===== src/rtl/uart_rx_pkg.sv =====
// Shared receiver definitions: FSM states, status bit positions, register offsets
// and the parity helper used when the frame carries a parity bit.
package uart_rx_pkg;

    typedef enum logic [2:0] {
        IDLE   = 3'd0,
        START  = 3'd1,
        DATA   = 3'd2,
        PARITY = 3'd3,
        STOP   = 3'd4
    } state_t;

    localparam int ST_VALID = 0;
    localparam int ST_OVR   = 1;
    localparam int ST_FERR  = 2;
    localparam int ST_PERR  = 3;

    localparam logic REG_DATA = 1'b0;
    localparam logic REG_STAT = 1'b1;

    // Even parity: the parity bit that makes the total count of ones even.
    function automatic logic even_parity(input logic [7:0] b);
        return ^b;
    endfunction

endpackage


===== src/rtl/uart_rx_sync_fifo.sv =====
// Small synchronous FIFO with combinational head output; pointers carry one extra
// wrap bit so full/empty come from comparing the MSBs.
module uart_rx_sync_fifo #(
    parameter int WIDTH = 8,
    parameter int LOG2  = 2
) (
    input  logic             clk,
    input  logic             reset,
    input  logic             push,
    input  logic             pop,
    input  logic [WIDTH-1:0] din,
    output logic [WIDTH-1:0] dout,
    output logic             full,
    output logic             empty
);
    localparam int DEPTH = 1 << LOG2;
    localparam int PW    = LOG2 + 1;

    logic [WIDTH-1:0] mem [DEPTH];
    logic [LOG2:0]    wr_ptr_reg;
    logic [LOG2:0]    rd_ptr_reg;
    logic             do_push;
    logic             do_pop;

    assign empty = (wr_ptr_reg == rd_ptr_reg);
    assign full  = (wr_ptr_reg[LOG2] != rd_ptr_reg[LOG2]) &&
                   (wr_ptr_reg[LOG2-1:0] == rd_ptr_reg[LOG2-1:0]);

    // A pop in the same cycle frees the slot, so a push into a full FIFO still lands.
    assign do_pop  = pop & ~empty;
    assign do_push = push & (~full | do_pop);

    always_ff @(posedge clk) begin
        if (do_push) begin
            mem[wr_ptr_reg[LOG2-1:0]] <= din;
        end
    end

    always_ff @(posedge clk or posedge reset) begin
        if (reset) begin
            wr_ptr_reg <= '0;
            rd_ptr_reg <= '0;
        end else begin
            if (do_push) wr_ptr_reg <= wr_ptr_reg + PW'(1);
            if (do_pop)  rd_ptr_reg <= rd_ptr_reg + PW'(1);
        end
    end

    assign dout = mem[rd_ptr_reg[LOG2-1:0]];

endmodule


===== src/rtl/uart_rx.sv =====
// Console UART receiver: 8N1 deserialiser feeding a small FIFO read over the I/O bus.
// Define UART_RX_PARITY_EN to expect an even-parity bit after D7.
module uart_rx #(
    parameter int CLKDIV    = 217,
    parameter int FIFO_LOG2 = 2
) (
    input  logic       clk,
    input  logic       reset,
    input  logic       rx,
    input  logic       cs,
    input  logic       re,
    input  logic       addr,
    output logic [7:0] rdata,
    output logic       irq
);
    import uart_rx_pkg::*;

    localparam int TW = $clog2(CLKDIV);
    localparam logic [TW-1:0] TIMER_LAST = TW'(CLKDIV - 1);
    localparam logic [TW-1:0] TIMER_HALF = TW'(CLKDIV / 2);

    logic [1:0]    sync_reg;
    logic [1:0]    flush_reg;
    logic          rx_s;
    logic          rx_prev_reg;
    logic          fall;

    state_t        state_reg;
    logic [TW-1:0] timer_reg;
    logic          bit_tick;
    logic [2:0]    bit_cnt_reg;
    logic [7:0]    shreg_reg;
    logic          push_reg;
    logic          ferr_set_reg;
    logic          perr_set_reg;
`ifdef UART_RX_PARITY_EN
    logic          par_bad_reg;
`endif

    logic          ovr_reg;
    logic          ferr_reg;
    logic          perr_reg;
    logic          data_rd;
    logic          stat_rd;
    logic [7:0]    fifo_dout;
    logic          fifo_full;
    logic          fifo_empty;
    logic [7:0]    status;

    // rx_prev only tracks real samples once the preset synchroniser has flushed,
    // so a line held low across reset release is not mistaken for a start bit.
    always_ff @(posedge clk or posedge reset) begin
        if (reset) begin
            sync_reg    <= 2'b11;
            flush_reg   <= 2'b00;
            rx_prev_reg <= 1'b0;
        end else begin
            sync_reg    <= {sync_reg[0], rx};
            flush_reg   <= {flush_reg[0], 1'b1};
            rx_prev_reg <= flush_reg[1] ? rx_s : 1'b0;
        end
    end

    assign rx_s     = sync_reg[1];
    assign fall     = rx_prev_reg & ~rx_s;
    assign bit_tick = (timer_reg == TIMER_LAST);

    always_ff @(posedge clk or posedge reset) begin
        if (reset) begin
            state_reg    <= IDLE;
            timer_reg    <= '0;
            bit_cnt_reg  <= '0;
            shreg_reg    <= '0;
            push_reg     <= 1'b0;
            ferr_set_reg <= 1'b0;
            perr_set_reg <= 1'b0;
`ifdef UART_RX_PARITY_EN
            par_bad_reg  <= 1'b0;
`endif
        end else begin
            push_reg     <= 1'b0;
            ferr_set_reg <= 1'b0;
            perr_set_reg <= 1'b0;
            // Holding the timer at half in IDLE makes the first tick land mid start bit.
            if (state_reg == IDLE) begin
                timer_reg <= TIMER_HALF;
            end else begin
                timer_reg <= bit_tick ? '0 : timer_reg + TW'(1);
            end
            case (state_reg)
                IDLE: begin
                    if (fall) state_reg <= START;
                end
                START: begin
                    if (bit_tick) begin
                        bit_cnt_reg <= '0;
                        state_reg   <= rx_s ? IDLE : DATA;
                    end
                end
                DATA: begin
                    if (bit_tick) begin
                        shreg_reg   <= {rx_s, shreg_reg[7:1]};
                        bit_cnt_reg <= bit_cnt_reg + 3'd1;
                        if (bit_cnt_reg == 3'd7) begin
`ifdef UART_RX_PARITY_EN
                            state_reg <= PARITY;
`else
                            state_reg <= STOP;
`endif
                        end
                    end
                end
`ifdef UART_RX_PARITY_EN
                PARITY: begin
                    if (bit_tick) begin
                        par_bad_reg  <= even_parity(shreg_reg) ^ rx_s;
                        perr_set_reg <= even_parity(shreg_reg) ^ rx_s;
                        state_reg    <= STOP;
                    end
                end
`endif
                STOP: begin
                    if (bit_tick) begin
                        state_reg    <= IDLE;
`ifdef UART_RX_PARITY_EN
                        push_reg     <= rx_s & ~par_bad_reg;
`else
                        push_reg     <= rx_s;
`endif
                        ferr_set_reg <= ~rx_s;
                    end
                end
                default: state_reg <= IDLE;
            endcase
        end
    end

    assign data_rd = cs & re & (addr == REG_DATA) & ~fifo_empty;
    assign stat_rd = cs & re & (addr == REG_STAT);

    // A status read clears the sticky flags, but an error raised that same cycle survives.
    always_ff @(posedge clk or posedge reset) begin
        if (reset) begin
            ovr_reg  <= 1'b0;
            ferr_reg <= 1'b0;
            perr_reg <= 1'b0;
        end else begin
            ovr_reg  <= (ovr_reg & ~stat_rd) | (push_reg & fifo_full & ~data_rd);
            ferr_reg <= (ferr_reg & ~stat_rd) | ferr_set_reg;
            perr_reg <= (perr_reg & ~stat_rd) | perr_set_reg;
        end
    end

    uart_rx_sync_fifo #(
        .WIDTH (8),
        .LOG2  (FIFO_LOG2)
    ) u_fifo (
        .clk   (clk),
        .reset (reset),
        .push  (push_reg),
        .pop   (data_rd),
        .din   (shreg_reg),
        .dout  (fifo_dout),
        .full  (fifo_full),
        .empty (fifo_empty)
    );

    always_comb begin
        status           = 8'h00;
        status[ST_VALID] = ~fifo_empty;
        status[ST_OVR]   = ovr_reg;
        status[ST_FERR]  = ferr_reg;
        status[ST_PERR]  = perr_reg;
    end

    assign rdata = (addr == REG_STAT) ? status : (fifo_empty ? 8'h00 : fifo_dout);
    assign irq   = ~fifo_empty;

endmodule


===== config.mk =====
export PLATFORM = sky130hd
export DESIGN_NAME = uart_rx
export DESIGN_NICKNAME = d
export VERILOG_FILES = /design/src/rtl/uart_rx_pkg.sv /design/src/rtl/uart_rx_sync_fifo.sv /design/src/rtl/uart_rx.sv
export SDC_FILE = /design/constraint.sdc
export NUM_CORES = 1
export LEC_CHECK = 0
export CELL_PAD_IN_SITES_DETAIL_PLACEMENT = 1
export CELL_PAD_IN_SITES_GLOBAL_PLACEMENT = 1
export CORE_AREA = 2 2 126 97
export DETAILED_ROUTE_END_ITERATION = 16
export DIE_AREA = 0 0 128 99
export MAX_ROUTING_LAYER = met4
export PLACE_DENSITY = 0.53
export SLEW_MARGIN = 25
export SYNTH_ARGS = -nofsm -noshare
export SYNTH_HDL_FRONTEND = slang
export SYNTH_SLANG_ARGS = --single-unit

===== constraint.sdc =====
create_clock -name clk -period 3 [get_ports clk]
set_input_delay 0.9 -clock clk [delete_from_list [all_inputs] [get_ports clk]]
set_output_delay 0.9 -clock clk [all_outputs]
set_load 0.05 [all_outputs]

== After elaboration in Yosys (flattened, before gate mapping) ==
Memory sizes are Yosys's and may differ from the RTL's.
Cells that the tools add are included.
Operators by class
  add/subtract/negate cells: 4
  equality and inequality tests: 13
  muxes and demuxes: 20
  bitwise operators: 21
  reduce and logical (&&, ||, !) cells: 6
Operators by type and width (number)
  $mux 8: 4
  $mux 3: 6
  $and 1x1->1: 12
  $pmux 3 s4: 1
  $ne 2x2->1 const B: 5
  $add 3x1->3 const B: 3
  $add 8x1->8 const B: 1
  $eq 8x8->1 const B: 1
  $mux 1: 7
  $eq 3x3->1 const B: 2
  $not 1->1: 6
  $pmux 3 s2: 1
  $reduce_and 5->1: 1
  $eq 3x1->1 const B: 1
  $eq 3x2->1 const B: 1
  $eq 3x3->1: 1
  $logic_not 3->1: 1
  $or 1x1->1: 3
  $reduce_and 3->1: 1
  $eq 2x2->1: 1
  $mux 2: 1
  $reduce_and 2->1: 1
  $reduce_bool 2->1: 1
  $logic_and 1x1->1: 1
  $ne 1x1->1: 1
Storage, ports and cells
  register bits: 38
  RAM bits: 32
  input bits: 6
  output and inout port bits: 9
  word-level logic and storage cells: 79
  memories kept: 1
Memory list
  u_fifo.mem: words 4, width 8, rd ports 1, clocked after Yosys merged registers in 0, wr ports 1, RTL line uart_rx_sync_fifo.sv:19  | logic [WIDTH-1:0] mem [DEPTH];

== Depth between registers and ports, before layout ==
  depth in word-level cells: 8
  depth in mapped cells: 7
  depth with buffers taken out: 6

== By module ==
From an unflattened synthesis, not the netlist that was laid out.
Unflattened totals
  cells, all modules: 213
  area total of the unflattened synthesis: 3143.0 um^2
By module, submodules not included
  uart_rx_sync_fifo: instances 1, cells an instance 78, area an instance 1651.6 um^2, seq. area each 1111.1 um^2
  uart_rx: instances 1, cells an instance 135, area an instance 1491.4 um^2, seq. area each 803.3 um^2

== Worst setup path after synthesis ==
OpenSTA, ideal clock, no wires.
  path type: input -> output
  start point: in addr
  end point: out rdata[2]
  data arrival time: 2.319 ns
  data required time: 2.100 ns
  path slack: -0.219 ns
  cell stages on the path: 2
  path buffers: 1
  path through: clkbuf_1 -> o31ai_1
Between the ends
  longest elaborated chain between the ends: 1
RTL lines
  from (decl): RTL line uart_rx.sv:12  | input logic addr,
  $mux 8: RTL line uart_rx.sv:176  | assign rdata = (addr == REG_STAT) ? status : (fifo_empty ? 8'h00 : fifo_dout);
  to (decl): RTL line uart_rx.sv:13  | output logic [7:0] rdata,
No other way between the ends.

== Final worst setup path ==
Ends and elaborated chain as after synthesis.

==> out/metrics.cfg <==
[cts]
cts_made_buffers = 9
cts_buffer_depth = 2
postCtsSetupRepairBufs = 0
clock_tree.root_cell = clkbuf_16
postCtsHoldBufs = 0
cts_tree = done
htreeDepth = 3
clock_latency_ps = 330
clk_pin_slew_ps = 60
clock-sinks = 70

[place]
placed_area_um2 = 3530
io_buffers = 14
place_hpwl_um = 4080
gp_congestion = 0.720
place_ws_ps = 71.1
dp.cells = 374

[critical_path]
worstPathMaxFanout = 13
r2r_cells = 6
critPathRequiredTime_ps = 2100
critPathKind = in2out
arrival_ps = 2030
reg2reg_to = shreg_reg[0]$_DFFE_PP0P_
critPathCaptureType = primary output
worst_setup_path_start_kind = primary input
r2r_setup_slack_ps = 910
timing.rr.start = timer_reg[0]$_DFF_PP0_

[cells_and_area]
final_nets = 256
antenna-diode-count = 0
postLayoutCellArea_um2 = 3860
finish.utilization_pct = 33.8
largest_register_ffs = 32
drive_gt1_share_pct = 26.0
layoutNonFillerInstCount = 390
area_growth_pct = 27.8

[timing]
rsz0062_at_grt = false
worst_pin_slew_ps = 512
relSlewSlack_pct = 65.9
setup_viol = 0
post-route-period-util_pct = 97.7
setup_ws_ps = 69.8
post-route-min-period_ps = 2930
timing.fmax_mhz = 341
hold_viol_final = 0
skew_ps = 4.14
whs_ps = 351
slew_viol_final = 0

[route]
wl_um = 5920
dr.pass1.iters = 4
drt_iter0_drc = 45
num_vias = 1712
via_per_inst = 4.39
ant_nets = 0
drc = 0
wl_per_cell_um = 15.2

[floorplan]
rows = 34
start_util_pct = 26.5
core_um2 = 11400
dieArea_um2 = 12700
die_x_um = 128
ioPinCount = 15
die_h_um = 99

[power]
powerDensity_nw_per_um2 = 724
irDropWorstVdd_mv = 0.420
p_leak_nw = 1.60

[run]
drv_cap = 0

[worst_hold_path]
hold_depth = 0
holdPathEnd = flush_reg[1]$_DFF_PP0_
hp-class = reg2reg
hp-start = flush_reg[0]$_DFF_PP0_

[logic_synthesis]
syn_inst = 210
yosys_warnings = 0
syn_avg_cell_area_um2 = 14.4
synth_seq_area_share_pct = 63.4
async_reset_ff_share_pct = 54.3
synthTopCellsByArea = edfxtp_1 32%, dfrtp_1 30%, mux4_2 6.0%
synth-seq-cells = 70
netlist_area_um2 = 3020
synthDistinctLibCells = 42
synth.most_common_cell = dfrtp_1
synth_top_area_share_pct = 31.8
synth_flop_cell = dfrtp_1
synth_edf_count = 32
ys_top_cells_by_count = 36 x dfrtp_1, 32 x edfxtp_1, 12 x nor2_1, 10 x inv_1
synth_nets = 225
yosysTopAreaCell = edfxtp_1

[run_status]
status = finished, final reports clean

[global_route]
antenna_found_initial = 0
grt_pass1_wl_um = 9740
grt_max_degree = 39
grt_overflow_total = 0
grt_pass1_vias = 1818
track_usage_pct = 10.6

-- power by group --
| part | internal, mW | switching (mW) | leakage, nW |
|---|---|---|---|
| clock network | 0.733 | 0.400 | 0.153 |
| logic | 0.232 | 0.279 | 0.603 |
| registers | 1.07 | 0.0821 | 0.840 |
-- layer usage --
layer / up-vias / track usage [%] / wire (µm)
li1: 825 / - / -
met1: 864 / 14.5 / 3030
met2: 16 / 14.6 / 2640
met3: 7 / 3.58 / 162
met4: 0 / 3.80 / 85
met5: - / - / 0
-- cells by family (layout without fill, tap and decap cells) --
kind of cell	after synthesis	in the layout	share of synthesized area, %
DFF	70	70	63.4
and+or+nand+nor	58	58	11.4
AOI/OAI and AO/OA	24	24	5.39
buffers and inverters	19	55	3.23
muxes	17	17	9.32
xor gates and xnor gates	12	12	3.48
adders and majority gates	9	9	3.73
other	1	1	0.124
-- worst max-delay path: stages --
cell and delay, ps:
clkdlybuf4s50_1 400, buf_4 180, o31ai_1 260, buf_4 160, buf_12 120
-- layout make-up --
class / count / area [µm²]
Tap cell: 144 / 180
Multi-Input combinational cell: 121 / 1020
Clock inverter: 6 / 93.8
Sequential cell: 70 / 1910
Inverter: 10 / 37.5
Fill cell: 1203 / 7540
Clock buffer: 10 / 229
Timing Repair Buffer: 29 / 384
-- stage by stage --
stage / power [mW] / setup TNS [ps]
2_1_floorplan: 1.53 / -1130
3_3_place_gp: 1.67 / 0
3_5_place_dp: 1.68 / 0
4_1_cts: 2.84 / 0
5_1_grt: 2.94 / 0
6_report: 2.79 / 0
-- timing repair --
item                       in CTS  in global routing
hold endpoints to repair        0                  0
resized for setup               0                  3
setup endpoints to repair       0                  6
-- cells in the final DEF, fill, tap and decap left out, types with 3 or more instances in the layout --
master            n
a21o_1            3
nor2_1           12
nor3b_1           5
and2_1            7
o21ai_0           5
edfxtp_1         32
clkdlybuf4s50_1   5
a21oi_1           3
a31oi_1           3
mux4_2            8
clkbuf_16         9
dfrtp_1          36
buf_4            11
nand3_1           6
mux2_2            9
nor3_1            3
nand2_1           9
xor2_1            6
xnor2_1           6
and3_1            3
ha_1              9
buf_12           12
inv_1            10
-- worst max-delay path by stage --
stage / startpoint / to / slack (ps)
final: addr / rdata[2] / 70
after global routing: addr / rdata[3] / 10
after CTS: u_fifo.rd_ptr_reg[0]$_DFFE_PP0P_ / rdata[7] / 8
after detailed placement: addr / rdata[4] / 70
after global placement: addr / rdata[7] / 50
after floorplan: addr / rdata[2] / -220
No activity file was read; power rests on OpenSTA's default activity.
